==> src/rtl/pc_predict_unit.sv <==
// ---------------------------------------------------------------------------
// pc_predict_unit
//
// Fetch-side PC register and next-PC predictor for a pipelined Y86-64 core.
// Each cycle it picks the next fetch address from, in priority order:
// halt/status hold, W ret-mispredict redirect, M branch-mispredict redirect,
// load/use stall, invalid fetch, and finally the predicted PC of the
// instruction currently being fetched. A circular return-address stack (RAS)
// predicts `ret` targets.
//
// Ports:
//   clk, rst_n        clock, asynchronous active-low reset
//   f_valid           f_icode/f_valC/f_valP describe the instruction at f_pc
//   f_icode           fetched icode (0 halt, 7 jXX, 8 call, 9 ret)
//   f_valC, f_valP    destination field and fall-through address
//   stall             hold the PC (load/use hazard)
//   m_mispredict      jXX in M was wrongly predicted taken; m_valA = fix-up PC
//   w_ret_mispredict  ret in W went somewhere else; w_valM = actual target
//   status            W pipeline status; nonzero halts
//   f_pc              registered fetch address
//   halted            sticky halt flag (cleared only by reset)
//   ras_count         number of valid RAS entries
//   ras_overflow      sticky: push while RAS full
//   ras_underflow     sticky: pop while RAS empty
// ---------------------------------------------------------------------------
module pc_predict_unit #(
  parameter int                ADDR_W    = 64,
  parameter int                RAS_DEPTH = 8,
  parameter logic [ADDR_W-1:0] RESET_PC  = '0
) (
  input  logic                         clk,
  input  logic                         rst_n,
  input  logic                         f_valid,
  input  logic [3:0]                   f_icode,
  input  logic [ADDR_W-1:0]            f_valC,
  input  logic [ADDR_W-1:0]            f_valP,
  input  logic                         stall,
  input  logic                         m_mispredict,
  input  logic [ADDR_W-1:0]            m_valA,
  input  logic                         w_ret_mispredict,
  input  logic [ADDR_W-1:0]            w_valM,
  input  logic [1:0]                   status,
  output logic [ADDR_W-1:0]            f_pc,
  output logic                         halted,
  output logic [$clog2(RAS_DEPTH):0]   ras_count,
  output logic                         ras_overflow,
  output logic                         ras_underflow
);

  localparam int PW = $clog2(RAS_DEPTH);
  localparam int CW = PW + 1;

  localparam logic [3:0] ICODE_HALT = 4'd0;
  localparam logic [3:0] ICODE_JXX  = 4'd7;
  localparam logic [3:0] ICODE_CALL = 4'd8;
  localparam logic [3:0] ICODE_RET  = 4'd9;

  logic [ADDR_W-1:0] pc_reg, pc_next;
  logic              halted_reg, halted_next;
  logic [PW-1:0]     ptr_reg;          // next slot to write; top is ptr_reg-1
  logic [CW-1:0]     count_reg;
  logic              ovf_reg, unf_reg;
  logic [ADDR_W-1:0] ras_mem [RAS_DEPTH];

  logic              do_push, do_pop, unf_set;
  logic [PW-1:0]     top_idx;
  logic [ADDR_W-1:0] ras_top;
  logic              ras_empty, ras_full;

  assign top_idx   = ptr_reg - PW'(1);
  assign ras_top   = ras_mem[top_idx];
  assign ras_empty = (count_reg == '0);
  assign ras_full  = (count_reg == CW'(RAS_DEPTH));

  always_comb begin
    pc_next     = pc_reg;
    halted_next = halted_reg;
    do_push     = 1'b0;
    do_pop      = 1'b0;
    unf_set     = 1'b0;
    if (halted_reg || status != 2'd0) begin
      if (status != 2'd0) halted_next = 1'b1;
    end else if (w_ret_mispredict) begin
      pc_next = w_valM;
    end else if (m_mispredict) begin
      pc_next = m_valA;
    end else if (stall || !f_valid) begin
      pc_next = pc_reg;
    end else begin
      unique case (f_icode)
        ICODE_JXX:  pc_next = f_valC;
        ICODE_CALL: begin
          pc_next = f_valC;
          do_push = 1'b1;
        end
        ICODE_RET: begin
          if (ras_empty) begin
            pc_next = f_valP;
            unf_set = 1'b1;
          end else begin
            pc_next = ras_top;
            do_pop  = 1'b1;
          end
        end
        ICODE_HALT: halted_next = 1'b1;
        default:    pc_next = f_valP;
      endcase
    end
  end

  always_ff @(posedge clk or negedge rst_n) begin
    if (!rst_n) begin
      pc_reg     <= RESET_PC;
      halted_reg <= 1'b0;
      ptr_reg    <= '0;
      count_reg  <= '0;
      ovf_reg    <= 1'b0;
      unf_reg    <= 1'b0;
    end else begin
      pc_reg     <= pc_next;
      halted_reg <= halted_next;
      if (unf_set) unf_reg <= 1'b1;
      if (do_push) begin
        // When full, ptr_reg already points at the oldest entry, so the
        // write below overwrites it and the count stays saturated.
        ptr_reg <= ptr_reg + PW'(1);
        if (ras_full) ovf_reg <= 1'b1;
        else          count_reg <= count_reg + CW'(1);
      end else if (do_pop) begin
        ptr_reg   <= top_idx;
        count_reg <= count_reg - CW'(1);
      end
    end
  end

  // Contents need no reset; only pointer and count define validity.
  always_ff @(posedge clk) begin
    if (do_push) ras_mem[ptr_reg] <= f_valP;
  end

  assign f_pc          = pc_reg;
  assign halted        = halted_reg;
  assign ras_count     = count_reg;
  assign ras_overflow  = ovf_reg;
  assign ras_underflow = unf_reg;

endmodule

==> config.mk <==
export PLATFORM = sky130hd
export DESIGN_NAME = pc_predict_unit
export DESIGN_NICKNAME = d
export VERILOG_FILES = /design/src/rtl/pc_predict_unit.sv
export SDC_FILE = /design/constraint.sdc
export NUM_CORES = 1
export LEC_CHECK = 0
export BUFFER_PORTS_ARGS = -buffer_cell sky130_fd_sc_hd__buf_2
export CAP_MARGIN = 20
export CORE_ASPECT_RATIO = 2
export CORE_MARGIN = 2
export CORE_UTILIZATION = 55
export DETAILED_ROUTE_END_ITERATION = 8
export PLACE_DENSITY = 0.79
export REMOVE_ABC_BUFFERS = 1
export SETUP_SLACK_MARGIN = 0.05
export SLEW_MARGIN = 20
export SYNTH_ARGS = -nofsm -noshare
export SYNTH_HDL_FRONTEND = slang
export SYNTH_SLANG_ARGS = --single-unit
==> constraint.sdc <==
create_clock -name clk -period 14.2 [get_ports clk]
set_input_delay 0.71 -clock clk [delete_from_list [all_inputs] [get_ports clk]]
set_output_delay 0.71 -clock clk [all_outputs]
set_load 0.005 [all_outputs]
==> out/summary.txt <==
=================================================================================
Global-route wire length before repair                                   92700 um
Synth Instances                                                              1478
Critical Path Source Type                                               flip-flop
Routability Congestion                                                      0.765
Cell types with the largest area share after synthesis               sky130_fd_sc_hd__edfxtp_1 (63%), sky130_fd_sc_hd__dfrtp_1 (7.6%), sky130_fd_sc_hd__mux4_2 (5.9%)
Final Max Slew Viols                                                            0
Main combinational cell family by area after synthesis               multiplexers
Maximum fanout encountered on the critical timing path                         70
Via count of the first global-routing pass                                  15900
Crit path DAT                                                             4.92 ns
Routed wire length                                                       62000 um
Non-filler cells in the finished layout                                      2380
Count of buffer and inverter cells on the critical path                         2
Number of buffers inserted by hold repair at cts                                0
ANT nets after route                                                            0
Max-cap violation count                                                         0
Part of the Yosys area used for sequential elements                         70.3%
Clock latency on the worst-skew pair                                      0.58 ns
Total global routing track utilization                                      26.5%
Final number of setup-violating endpoints                                       0
Post-Route Setup TNS                                                         0 ns
Top delay family on crit path                                        buffers and inverters
Multiplexer share of the synthesized area                                   11.6%
Count of vias placed by the detailed router                                 15300
Area growth syn-to-layout                                                   15.6%
NumNets Final                                                                2058
Critical register-to-register path startpoint                          ptr_reg[0]
Post-Synth XOR/XNOR Area                                                   0.347%
Leakage component of the power                                          0.0106 uW
Reg clk slew, reported paths                                              0.07 ns
Largest buffer count on any clock path                                          3
Ratio of cells with drive above 1 in the final layout                       34.7%
Clock root buffer                                                    sky130_fd_sc_hd__clkbuf_16
Power per standard cell area                                          120 nW/um^2
Detailed-router iteration count before antenna repair                           6
Run status                                                           finished clean
Number of top-level design ports                                              339
Stage delay of the slowest cell on the critical path                      1.02 ns
Prevailing post-synth register cell                                  sky130_fd_sc_hd__edfxtp_1
Switching power total                                                      690 uW
Count of input and output buffers                                             338
End of the worst register-to-register path                                f_pc[6]
Final hold violation count                                                      0
Post-Place Cells                                                             2290
Number of buffers inserted to repair setup after CTS                            0
Overall die height                                                         303 um
Kind of path behind the tightest hold check                           in -> async
Share of the synthesized area in compound gates (AO/OA/AOI/OAI)             11.6%
Cell accounting for the most synthesized area                        sky130_fd_sc_hd__edfxtp_1
Register cell area after layout                                        17200 um^2
Total Die Area                                                         46400 um^2
Number of synthesized flops with an enable pin                                512
Simple-gate portion of the synthesized area                                 3.02%
Drc violations                                                                  0
Register bit total from synthesis                                             586
FFs w/ async S/R, synth                                                     12.6%
Die Span X                                                                 153 um
Category of the critical setup timing path                             reg -> reg
HPWL after detailed placement                                            36600 um
Portion of synthesized cell area occupied by the leading cell type          62.7%
Min cycle time layout                                                     4.44 ns
Average wire length per cell after detail routing                         26.0 um
Length in cells of the worst reg-to-reg path                                    7
Synth Warn #                                                                    0
Area used by multi-input combinational logic                            6730 um^2
Sinks on Clock Net                                                            586
Register-to-register setup slack                                          9.76 ns
Max reg flops                                                                 512
Worst hold slack after final layout                                     0.0719 ns
Pin slew with the least headroom to its limit                             1.07 ns
Worst-path cell with the longest stage delay                         sky130_fd_sc_hd__ha_4
Sequential fraction of design power                                         55.8%
Largest register by flop count                                            ras_mem
Maximum operating frequency                                               225 MHz
Pin count of the biggest net entering global routing                           71
Rows                                                                          109
Slew headroom                                                               28.5%
Initial antenna violation count                                                 6
Maximum vdd ir drop                                                   0.0000857 V
Part of the total power dissipated in the clock network                     39.8%
Fill cell instance count of the final layout                                 3099
Count of distinct cell types in the synthesized netlist                        53
Design internal power                                                     2710 uW
Cells along the critical path                                        inv_1 -> ha_4 -> buf_4 -> mux2i_1 -> a221oi_1 -> o221ai_1 -> a22oi_1
CTS tree                                                                      yes
Clock skew after layout                                                 0.0288 ns
Total congestion overflow after global routing                                  0
Switching power share of the total                                          20.3%
Critical path capture point type                                        flip-flop
Detailed Route Iter0 Violations                                              1375
Setup repair after global routing missed its margin                            no
Clock buffer count from CTS                                                    48
Final critical-path share of the clock period                               31.3%
Number of resized instances in the post-cts repair step                         0
Core region area                                                       44100 um^2
Mean number of vias per cell                                                 6.41
Combinational share of power                                                 4.5%
Count of H-tree levels built during CTS                                         2
Fraction of the mapped netlist area in adder cells                         0.286%
Data required time of the worst path                                     14.68 ns
Post-Syn Area                                                          24500 um^2
Post-synthesis area per instance                                        16.6 um^2
Starting density of the core                                                55.6%
=================================================================================
power groups by stage:
stage,clock network [uW],logic [uW],registers [uW]
after floorplan,0,45.4,1930
after global placement,0,145,1930
after detailed placement,0,151,1930
after CTS,1370,152,1890
after global routing,1420,167,1890
final,1350,152,1890
cell type report:
cell class	count	share of cell area, %
Antenna cell	2	0.0177
Multi-Input combinational cell	743	23.8
Timing Repair Buffer	368	6.78
Clock inverter	21	0.985
Inverter	38	0.504
Tap cell	555	2.45
Sequential cell	586	60.8
Clock buffer	67	4.67
metal layers:
| layer | track usage, % | vias up | wire, um |
|---|---|---|---|
| li1 | - | 6630 | - |
| met1 | 30.8 | 7695 | 21300 |
| met2 | 49.2 | 800 | 33800 |
| met3 | 4.34 | 130 | 4840 |
| met4 | 10.0 | 6 | 2020 |
| met5 | 0 | - | 39 |
Yosys cell counts, types with 2 or more instances:
cell	count
sky130_fd_sc_hd__xnor2_1	4
sky130_fd_sc_hd__dfrtp_1	74
sky130_fd_sc_hd__buf_2	39
sky130_fd_sc_hd__nor2_1	8
sky130_fd_sc_hd__ha_1	4
sky130_fd_sc_hd__clkbuf_1	54
sky130_fd_sc_hd__xor2_1	2
sky130_fd_sc_hd__edfxtp_1	512
sky130_fd_sc_hd__buf_4	14
sky130_fd_sc_hd__o22a_1	3
sky130_fd_sc_hd__nor3_1	6
sky130_fd_sc_hd__inv_2	2
sky130_fd_sc_hd__mux2_2	64
sky130_fd_sc_hd__a221oi_2	30
sky130_fd_sc_hd__nor4_1	3
sky130_fd_sc_hd__mux4_2	64
sky130_fd_sc_hd__mux2i_1	68
sky130_fd_sc_hd__o221ai_1	92
sky130_fd_sc_hd__a221oi_1	34
sky130_fd_sc_hd__nand2b_1	4
sky130_fd_sc_hd__a32oi_1	31
sky130_fd_sc_hd__a21oi_1	132
sky130_fd_sc_hd__inv_1	36
sky130_fd_sc_hd__buf_6	4
sky130_fd_sc_hd__nand2_1	134
sky130_fd_sc_hd__a22oi_1	29
sky130_fd_sc_hd__nand3_1	3
sky130_fd_sc_hd__a31oi_1	2
sky130_fd_sc_hd__o21ai_0	2
worst max path at each step:
| stage | start | to | depth (start not counted) |
|---|---|---|---|
| 2_1_floorplan | ptr_reg[0] | f_pc[0] | 7 |
| 3_3_place_gp | ptr_reg[0] | f_pc[63] | 7 |
| 3_5_place_dp | ptr_reg[0] | f_pc[57] | 7 |
| 4_1_cts | ptr_reg[0] | f_pc[39] | 8 |
| 5_1_grt | ptr_reg[0] | f_pc[6] | 7 |
| 6_report | ptr_reg[0] | f_pc[6] | 7 |
metrics by stage:
stage / power, uW / worst slack (ns) / cell area, um^2 / utilization (%)
floorplan: 1980 / 4.86 / 24000 / -
global placement: 2070 / 9.97 / 26700 / 60.7
detailed placement: 2080 / 9.82 / 26700 / 60.7
CTS: 3410 / 9.75 / 28300 / 64.3
global route: 3480 / 9.42 / 28300 / 64.3
finish: 3400 / 9.76 / 28300 / 64.3
placed cells by master, fill, tap and decap left out, drive strengths merged, types with 6 or more instances in the layout:
cell type / instances
nor3: 7
nand2: 135
inv: 40
bufinv: 6
clkbuf: 67
o221ai: 92
edfxtp: 512
a221oi: 64
mux2i: 68
clkinv: 11
a32oi: 31
nor2: 8
buf: 368
mux2: 65
mux4: 64
a22oi: 29
a21oi: 133
dfrtp: 74
worst reg2reg max path, delay by kind of cell (launching register included):
family | cells | cell delay [ns]
AOI/OAI and AO/OA | 3 | 0.79
muxes | 1 | 0.31
buffers and inverters | 2 | 1.25
adders and majority gates | 1 | 1.02
DFF | 1 | 0.97
cell families (layout without fill, tap and decap cells):
kind of cell             Yosys count  count (layout)
AO/OA/AOI/OAI                    364             364
flip-flops                       586             586
multiplexers                     197             197
buffers and inverters            149             494
AND/OR/NAND/NOR                  169             169
XOR/XNOR                           8               8
other                              0               2
adder cells (fa/ha/maj)            5               5
Power figures use the tool's default switching activity.
